`src/rtl/hdmi_axi_pkg.sv`:
```
// Shared types and width helpers for the HDMI frame read address path.
// Everything here runs in the clk_vga domain.
package hdmi_axi_pkg;

  typedef enum logic [1:0] {
    IDLE      = 2'd0,
    ISSUE     = 2'd1,
    WAIT_LINE = 2'd2
  } state_t;

  localparam int AHEAD_W = 4;

  function automatic int cnt_w(input int n);
    return $clog2(n + 1);
  endfunction

  function automatic int pix_shift(input int bpp);
    return $clog2(bpp);
  endfunction

endpackage

```
`src/rtl/hdmi_line_credit.sv`:
```
// Scan-out line tracking: counts display-enable falling edges and decides
// whether the prefetcher may open another line.
module hdmi_line_credit
  import hdmi_axi_pkg::*;
#(
  parameter int Y_SIZE      = 256,
  parameter int LINES_AHEAD = 2,
  parameter int Y_W         = cnt_w(256)
) (
  input  logic           clk_vga,
  input  logic           rst_n,
  input  logic           clr,
  input  logic           cnt_en,
  input  logic           de,
  input  logic [Y_W-1:0] line_idx,
  output logic           line_ok
);

  localparam int SW = Y_W + AHEAD_W + 1;

  logic           de_d;
  logic           fall;
  logic [Y_W-1:0] consumed;

  assign fall = de_d & ~de;

  always_ff @(posedge clk_vga or negedge rst_n) begin
    if (!rst_n) begin
      de_d     <= 1'b0;
      consumed <= '0;
    end else begin
      de_d <= de;
      if (clr) begin
        consumed <= '0;
      end else if (cnt_en && fall &&
                   consumed != Y_W'(Y_SIZE)) begin
        consumed <= consumed + 1'b1;
      end
    end
  end

  // Scan-out running ahead of prefetch counts as credit, never as a stall.
  assign line_ok = SW'(line_idx) <
                   SW'(consumed) + SW'(LINES_AHEAD);

endmodule

```
`src/rtl/hdmi_frame_read_addr.sv`:
```
// Per-frame DRAM read burst command generator feeding the AXI read master,
// with double buffering, lines-ahead flow control and frame abort.
module hdmi_frame_read_addr
  import hdmi_axi_pkg::*;
#(
  parameter int ADDR_W        = 32,
  parameter int X_SIZE        = 256,
  parameter int Y_SIZE        = 256,
  parameter int BURST_PIX     = 64,
  parameter int BYTES_PER_PIX = 4,
  parameter int LINE_STRIDE   = 1024,
  parameter int LINES_AHEAD   = 2,
  parameter int LEN_W         = 8
) (
  input  logic              clk_vga,
  input  logic              rst_n,
  input  logic              enable,
  input  logic              frame_start,
  input  logic              de,
  input  logic [ADDR_W-1:0] base_addr0,
  input  logic [ADDR_W-1:0] base_addr1,
  input  logic              buf_sel,
  output logic              cmd_valid,
  input  logic              cmd_ready,
  output logic [ADDR_W-1:0] cmd_addr,
  output logic [LEN_W-1:0]  cmd_len,
  output logic              frame_busy,
  output logic              frame_done,
  output logic              frame_abort
);

  localparam int X_W       = cnt_w(X_SIZE);
  localparam int Y_W       = cnt_w(Y_SIZE);
  localparam int PIX_SHIFT = pix_shift(BYTES_PER_PIX);

  state_t            state;
  logic [ADDR_W-1:0] line_base;
  logic [ADDR_W-1:0] lb_nx;
  logic [ADDR_W-1:0] pend_base;
  logic [ADDR_W-1:0] sel_base;
  logic [ADDR_W-1:0] st_base;
  logic [X_W-1:0]    x;
  logic [X_W-1:0]    x_nx;
  logic [Y_W-1:0]    y;
  logic [Y_W-1:0]    y_nx;
  logic [Y_W-1:0]    line_idx;
  logic              pend;
  logic              pend_en;
  logic              st_req;
  logic              st_en;
  logic              acc;
  logic              eol;
  logic              last;
  logic              restart;
  logic              stop;
  logic              aborting;
  logic              line_ok;

  function automatic logic [LEN_W-1:0] burst_len(
    input logic [X_W-1:0] xp
  );
    logic [X_W-1:0] rem;
    rem = X_W'(X_SIZE) - xp;
    return (int'(rem) > BURST_PIX) ?
           LEN_W'(BURST_PIX) : LEN_W'(rem);
  endfunction

  function automatic logic [ADDR_W-1:0] pix_addr(
    input logic [ADDR_W-1:0] lb,
    input logic [X_W-1:0]    xp
  );
    return lb + (ADDR_W'(xp) << PIX_SHIFT);
  endfunction

  assign sel_base   = buf_sel ? base_addr1 : base_addr0;
  // A start deferred behind a stalled command overrides nothing newer.
  assign st_req     = frame_start | pend;
  assign st_en      = frame_start ? enable : pend_en;
  assign st_base    = frame_start ? sel_base : pend_base;
  assign acc        = (state == ISSUE) && cmd_ready;
  assign frame_busy = (state != IDLE);

  always_comb begin
    x_nx  = x + X_W'(cmd_len);
    y_nx  = y;
    lb_nx = line_base;
    eol   = (x_nx == X_W'(X_SIZE));
    if (eol) begin
      x_nx  = '0;
      y_nx  = y + 1'b1;
      lb_nx = line_base + ADDR_W'(LINE_STRIDE);
    end
    last = eol && (y_nx == Y_W'(Y_SIZE));
  end

  assign line_idx = (state == ISSUE) ? y_nx : y;

  assign restart =
    (state == IDLE && frame_start && enable) ||
    (acc && st_req && st_en) ||
    (state == WAIT_LINE && frame_start && enable);

  assign stop =
    (acc && (st_req ? !st_en : last)) ||
    (state == WAIT_LINE && frame_start && !enable);

  assign aborting =
    (acc && st_req && !last) ||
    (state == WAIT_LINE && frame_start);

  hdmi_line_credit #(
    .Y_SIZE      (Y_SIZE),
    .LINES_AHEAD (LINES_AHEAD),
    .Y_W         (Y_W)
  ) u_credit (
    .clk_vga  (clk_vga),
    .rst_n    (rst_n),
    .clr      (restart),
    .cnt_en   (frame_busy),
    .de       (de),
    .line_idx (line_idx),
    .line_ok  (line_ok)
  );

  always_ff @(posedge clk_vga or negedge rst_n) begin
    if (!rst_n) begin
      state       <= IDLE;
      line_base   <= '0;
      pend_base   <= '0;
      x           <= '0;
      y           <= '0;
      pend        <= 1'b0;
      pend_en     <= 1'b0;
      cmd_valid   <= 1'b0;
      cmd_addr    <= '0;
      cmd_len     <= '0;
      frame_done  <= 1'b0;
      frame_abort <= 1'b0;
    end else begin
      frame_done  <= acc && last;
      frame_abort <= aborting;
      if (restart) begin
        state     <= ISSUE;
        line_base <= st_base;
        x         <= '0;
        y         <= '0;
        pend      <= 1'b0;
        cmd_valid <= 1'b1;
        cmd_addr  <= st_base;
        cmd_len   <= burst_len('0);
      end else if (stop) begin
        state     <= IDLE;
        cmd_valid <= 1'b0;
        pend      <= 1'b0;
      end else if (acc) begin
        x         <= x_nx;
        y         <= y_nx;
        line_base <= lb_nx;
        cmd_addr  <= pix_addr(lb_nx, x_nx);
        cmd_len   <= burst_len(x_nx);
        if (eol && !line_ok) begin
          state     <= WAIT_LINE;
          cmd_valid <= 1'b0;
        end
      end else if (state == ISSUE && frame_start) begin
        pend      <= 1'b1;
        pend_en   <= enable;
        pend_base <= sel_base;
      end else if (state == WAIT_LINE && line_ok) begin
        state     <= ISSUE;
        cmd_valid <= 1'b1;
      end
    end
  end

endmodule
```
`config.mk`:
```
export PLATFORM = sky130hd
export DESIGN_NAME = hdmi_frame_read_addr
export DESIGN_NICKNAME = d
export VERILOG_FILES = /design/src/rtl/hdmi_axi_pkg.sv /design/src/rtl/hdmi_line_credit.sv /design/src/rtl/hdmi_frame_read_addr.sv
export SDC_FILE = /design/constraint.sdc
export NUM_CORES = 1
export LEC_CHECK = 0
export CORE_MARGIN = 10
export CORE_UTILIZATION = 39
export DETAILED_ROUTE_END_ITERATION = 12
export PLACE_DENSITY_LB_ADDON = 0.12
export SETUP_SLACK_MARGIN = 0.02
export SYNTH_ARGS = -nofsm -noshare
export SYNTH_HDL_FRONTEND = slang
export SYNTH_HIERARCHICAL = 1
export SYNTH_SLANG_ARGS = --single-unit
```
`constraint.sdc`:
```
create_clock -name clk_vga -period 6.4 [get_ports clk_vga]
set_clock_uncertainty 0.15 [all_clocks]
set_input_delay 0.64 -clock clk_vga [delete_from_list [all_inputs] [get_ports clk_vga]]
set_output_delay 0.64 -clock clk_vga [all_outputs]
set_load 0.02 [all_outputs]
```
==> results of run 1 <==
## worst max-delay path, cell delays in order, from the launching register on
cell       delay, ps
dfrtp_1          400
ha_1             250
fa_1             470
a211o_1          370
a41o_1           280
xor2_1           220
or3b_1           660
nor3_2           360
xnor2_1          100
ha_1             340
inv_1            100
nor4b_1          430
a41o_1           310
o2111ai_2        370
or3_1            460
nand3_1           90
a31oi_1           90
## placed cells by master, fill, tap and decap left out, drive strengths merged, types with 4 or more instances in the layout
cell,instances
and3,13
nor2,122
nor3,17
buf,20
nand2b,12
mux2i,33
dfrtp,138
xor2,26
a211o,4
and2,6
a211oi,21
nor2b,5
nor3b,9
xnor2,43
a221o,5
o22a,5
nand3,37
nor4,11
and4,6
clkdlybuf4s50,111
a21o,18
clkbuf,18
o31ai,9
nand3b,8
or2,8
o22ai,8
inv,31
o211ai,15
o21ai,66
a22o,12
nand4,10
mux2,4
or3,8
nand2,110
ha,31
a21oi,94
a31oi,19
a41o,4
## cell usage after synthesis (all sizes together), types with 4 or more instances
cell    count  area, um^2
mux2        4       48.79
o211ai     15       122.6
a41o        4       40.04
o21ai      66       330.3
a211o       4       35.03
nor3b       9       72.57
o22ai       8       50.05
ha         31       387.9
and3       13       81.33
nor2b       5       31.28
xor2       26       227.7
a21oi      94       474.2
clkbuf     51       191.4
and4        6       52.55
or2         8       50.05
nor4       11       120.1
nor3       17       90.09
o22a        5       43.79
inv        19       71.32
nand2     110       412.9
xnor2      43       376.6
a21o       18       135.1
nor2      122       457.9
and2        6       37.54
a22o       12       105.1
a221o       5       50.05
mux2i      33       330.3
o31ai       9       67.56
nand2b     12       75.07
nand4      10       62.56
nand3b      8       60.06
a31oi      19       118.9
dfrtp     138        3453
a211oi     21       167.7
nand3      37       190.2
or3         8       50.05
buf        23       107.6
## sequential cells by signal (all words and copies together), names as in the netlist
signal and count:
cmd_addr 32, cmd_len 8, cmd_valid 1, frame_abort 1, frame_done 1, line_base 32, pend 1, pend_base 32
pend_en 1, state 1, u_credit/consumed 9, u_credit/de_d 1, x 9, y 9
## stage by stage
| step | instances | total power, mW | instance area (um^2) | utilization |
|---|---|---|---|---|
| 6_report | 1494 | 5.404 | 11330 | 0.4811 |
| 4_1_cts | 1494 | 5.439 | 11330 | 0.4811 |
| 5_1_grt | 1494 | 5.832 | 11330 | 0.4811 |
| 2_1_floorplan | 1086 | 3.484 | 9356 | - |
| 3_3_place_gp | 1462 | 4.401 | 10740 | 0.4564 |
| 3_5_place_dp | 1462 | 4.420 | 10740 | 0.4564 |
## path summary, 6_finish.rpt
| path | to | cells after the start |
|---|---|---|
| max in group asynchronous | line_base[18] | 2 |
| worst max register to register | cmd_addr[21] | 16 |
| worst max-delay path | cmd_addr[21] | 16 |
| worst min-delay path | x[3] | 1 |
| min in group clk_vga | cmd_addr[7] | 2 |
| worst min register to register | cmd_addr[7] | 2 |
## routing by layer
layer / vias to the layer above / share of wire
li1: 4109 / -
met1: 3948 / 0.49
met2: 233 / 0.44
met3: 25 / 0.055
met4: 0 / 0.014
met5: - / 0
## layout make-up
cell class	instances	area [um^2]
clock buffers	18	439.2
well taps	319	399.1
inverters	19	71.32
flip-flops and latches	138	3453
repair buffers	131	1260
multi-input cells	855	5560
fillers	2361	12220
clock inverters	14	143.9
## power by group through the flow
stage,Sequential [mW],Clock (mW),Combinational (mW)
2_1_floorplan,1.57,0,1.91
3_3_place_gp,1.55,0,2.85
3_5_place_dp,1.55,0,2.87
4_1_cts,1.54,1.02,2.88
5_1_grt,1.59,1.05,3.19
6_report,1.54,0.990,2.87
## cell families after synthesis
group | synth area share
XOR/XNOR | 0.06459
AO/OA/AOI/OAI | 0.2308
AND/OR/NAND/NOR | 0.2118
multiplexers | 0.04052
buffers and inverters | 0.03958
flip-flops | 0.3691
adder cells (fa/ha/maj) | 0.04359
==> impl_metrics.json, run 1 <==
{
  "clockRootBuffer": "clkbuf_16",
  "cts_buffers": 17,
  "finalWorstSetupSlack_ps": 817.2,
  "cts_tree": "done",
  "worstMarginPinSlew_ps": 866.5,
  "post_cts_resized": 0,
  "insertion_delay_ps": 430,
  "p_seq_frac": 0.286,
  "synth_edf_count": 0,
  "synth_ff_type": "dfrtp_1",
  "routedWlPerCell_um": 18.54,
  "io_buffers": 114,
  "syn_inst": 1086,
  "pwr-share-comb": 0.531,
  "arrival_ps": 5710,
  "drt_wl_total_mm": 27.70,
  "hold_viol": 0,
  "drtPass1Iterations": 5,
  "hold_class": "in2async",
  "powerDensity_nw_per_um2": 477.1,
  "cp_data_required_time_ps": 6530,
  "ctsLongestPathBuffers": 2,
  "grt_use_met3": 0.03751,
  "rsz0062_at_grt": "false",
  "via_per_inst": 5.566,
  "setup_viol": 0,
  "p_sw_frac": 0.4546,
  "fin_crit_sh": 0.8723,
  "drive_above_1_share": 0.07574,
  "antenna_left": 0,
  "grt.overflow.total": 0,
  "p_leak_nw": 4.717,
  "slew_headroom": 0.4074,
  "initial_utilization": 0.3974,
  "fp.dieArea_um2": 30590,
  "post-place-ws_ps": 863.5,
  "cp-startpoint": "cmd_len[0]",
  "num_vias": 8315,
  "async_flop_share": 1.000,
  "post_cts_buffers": 0,
  "worst_setup_path_start_kind": "register",
  "p_int_mw": 2.947,
  "use_met1": 0.2544,
  "cts_sinks": 138,
  "status": "complete, no violations",
  "syn_area_per_cell_um2": 8.616,
  "ys_types": 86,
  "yosys_warnings": 6,
  "route.detailed.drc": 0,
  "synth_fp_nets": 1189,
  "cts.hold.buffers_added": 0,
  "ir_drop_v": 0.0002114,
  "grt.total_usage": 0.1797,
  "endpoint_kind": "register",
  "rrSetupSlack_ps": 820,
  "max_freq_ghz": 0.1791,
  "fp.dieW_um": 174.9,
  "ys_ff_latch": 138,
  "synth_area_um2": 9356,
  "top_usage_layer": "met2",
  "maxCapViolCount": 0,
  "grt_pass1_wl_mm": 45.27,
  "cts.clk_slew.worst_paths_ps": 60,
  "hold_ws_ps": 98.21,
  "rows": 56,
  "antenna_found_initial": 0,
  "reg2reg_from": "cmd_len[0]",
  "fp.coreArea_um2": 23540,
  "io_pins": 115,
  "tns_ps": 0,
  "clkPwrFrac": 0.183,
  "hpwlAfterDp_mm": 20.01,
  "critPathMaxFanout": 15,
  "drt_iter0_drc": 589,
  "gp_congestion": 0.8711,
  "grtUsageMet2": 0.2694,
  "die_h_um": 174.9,
  "antennaDiodeCount": 0,
  "grt_max_degree": 78,
  "syn_to_final_growth_pct": 21.06,
  "synth-seq-area-share": 0.3691,
  "final_nets": 1265,
  "htree_levels": 4,
  "worstSetupPathType": "reg2reg",
  "slew_violations": 0,
  "p_sw_mw": 2.457,
  "fin_crit_ps": 5583,
  "grt_pass1_vias": 8155
}
Power figures use the tool's default switching activity.
==> inputs of run 2 (changes only) <==
- HOLD_SLACK_MARGIN: unset -> 0.06
==> results of run 2 <==
Same layout as run 1: the final DEF is identical, and so are final timing and power.
==> inputs of run 3 (changes only) <==
- CORE_ASPECT_RATIO: unset -> 1.75
==> run 3 against run 2 <==
Net effect: register-to-register slack better by 110 ps; sequential share of layout area up 0.17 points; count of clock-buffer cells in the layout up 4; critical endpoint is now cmd_addr[25]; largest power group unchanged; global-route usage is 1.0 points higher; sequential cell count did not move; clock power down 10%.
==> impl_metrics.json, run 3 (synthesis gave the netlist of run 1 again) <==
{
  "status": "complete, no violations",
  "grt_pass1_vias": 8424,
  "syn_to_final_growth_pct": 20.38,
  "max_freq_ghz": 0.1826,
  "rows": 75,
  "rsz0062_at_grt": "false",
  "hpwlAfterDp_mm": 21.22,
  "grt_max_degree": 76,
  "die_h_um": 224.9,
  "gp_congestion": 0.9252,
  "worstSetupPathType": "reg2reg",
  "route.detailed.drc": 0,
  "hold_viol": 0,
  "htree_levels": 4,
  "dpl_cell_area_um2": 10750,
  "hold_ws_ps": 70.86,
  "routedWlPerCell_um": 19.46,
  "setup_viol": 0,
  "final_cell_mix": "dfrtp_1 (138), nor2_1 (121), clkdlybuf4s50_1 (111), nand2_1 (110), a21oi_1 (93)",
  "slew_headroom": 0.3713,
  "reg2reg_depth": 16,
  "antenna_left": 0,
  "powerDensity_nw_per_um2": 473.4,
  "via_per_inst": 5.659,
  "post_cts_buffers": 0,
  "final_common_cell": "dfrtp_1",
  "fp.dieArea_um2": 30830,
  "reg_top3": "cmd_addr: 32 flops, line_base: 32 flops, pend_base: 32 flops",
  "cpPeakStageDelay_ps": 520,
  "cts_buffers": 17,
  "ir_drop_v": 0.0002265,
  "tns_ps": 0,
  "cts.hold.buffers_added": 0,
  "antennaDiodeCount": 0,
  "ctsLongestPathBuffers": 2,
  "endpoint_kind": "register",
  "path_cells": "ha_1 -> fa_1 -> a211o_1 -> a41o_1 -> o31ai_1 -> or3_1 -> nor3_2 -> nor2_1 -> ha_1 -> o21ai_0 -> nor4b_1 -> a41o_1 -> o2111ai_2 -> nor3_1 -> xor2_1 -> a221oi_1",
  "grt.overflow.total": 0,
  "arrival_ps": 5670,
  "fin_crit_ps": 5477,
  "path_buf_inv": 0,
  "cp_data_required_time_ps": 6590,
  "cts.clk_slew.worst_paths_ps": 60,
  "worstMarginPinSlew_ps": 919.3,
  "fp.dieW_um": 137.1,
  "insertion_delay_ps": 450,
  "fp.coreArea_um2": 23840,
  "drt_wl_total_mm": 28.84,
  "cts_tree": "done",
  "grt_pass1_wl_mm": 46.02,
  "fin_area_um2": 11260,
  "drtPass1Iterations": 5,
  "initial_utilization": 0.3925,
  "antenna_found_initial": 0,
  "io_buffers": 114,
  "p_leak_nw": 4.690,
  "critPathMaxFanout": 10,
  "clockRootBuffer": "clkbuf_16",
  "cts_sinks": 138,
  "critical_path_depth": 16,
  "drive_above_1_share": 0.07240,
  "cpMaxStageDelayCell": "o31ai_1",
  "io_pins": 115,
  "path_delay_family": "compound AO/OA/AOI/OAI gates",
  "worst_setup_path_start_kind": "register",
  "drt_iter0_drc": 445,
  "hold_class": "in2async",
  "slew_violations": 0,
  "maxCapViolCount": 0,
  "final_nets": 1266,
  "grt.total_usage": 0.1901,
  "num_vias": 8387,
  "post_cts_resized": 0,
  "fin_crit_sh": 0.8558
}
[run 3: cell types whose count changed in the layout (fill, tap and decap cells not counted), moves of 3 or more]
cell / change
inv_6: -6
inv_8: -6
clkinv_2: +5
clkbuf_1: +3
[run 3: routing by layer]
metal | track usage | vias up | routed length, um
met1 | 0.2184 | 4042 | 11750
met4 | 0.08055 | 0 | 922
li1 | - | 4113 | -
met2 | 0.3302 | 181 | 15120
met5 | 0 | - | 0
met3 | 0.03929 | 51 | 1049
[run 3: cell type report]
class	count	area (um^2)
clock inverter	8	48.80
timing repair buffer	132	1280
tap	308	385.4
clock buffer	22	464.2
multi-input combinational	855	5560
fill	2407	12570
inverter	19	71.32
sequential	138	3453
[run 3: worst reg2reg max path, stage by stage (launching register included)]
cell	delay, ps
dfrtp_1	390
ha_1	250
fa_1	470
a211o_1	360
a41o_1	280
o31ai_1	520
or3_1	430
nor3_2	110
nor2_1	260
ha_1	290
o21ai_0	120
nor4b_1	390
a41o_1	310
o2111ai_2	340
nor3_1	330
xor2_1	100
a221oi_1	250
[run 3: path summary, 6_finish.rpt]
check / slack, ps / to / start
worst max-delay path: 920 / cmd_addr[25] / cmd_len[0]
worst min-delay path: 70 / cmd_len[2] / rst_n
worst max register to register: 920 / cmd_addr[25] / cmd_len[0]
worst min register to register: 320 / cmd_addr[0] / cmd_addr[0]
max in group asynchronous: 4680 / pend_base[20] / rst_n
min in group clk_vga: 320 / cmd_addr[0] / cmd_addr[0]
[run 3: power by group]
group / switching [mW] / internal (mW) / total, mW
combinational: 1.70 / 1.20 / 2.90
sequential: 0.318 / 1.23 / 1.55
clock: 0.382 / 0.506 / 0.889
total: 2.40 / 2.94 / 5.33
[run 3: metrics by stage]
step / setup slack, ps / power (mW) / instances / util
after floorplan: 570.4 / 3.484 / 1086 / -
after global placement: 1102 / 4.435 / 1452 / 0.4510
after detailed placement: 980.7 / 4.458 / 1452 / 0.4510
after CTS: 927.8 / 5.373 / 1482 / 0.4725
after global routing: 571.0 / 5.743 / 1482 / 0.4725
final: 923.0 / 5.332 / 1482 / 0.4725
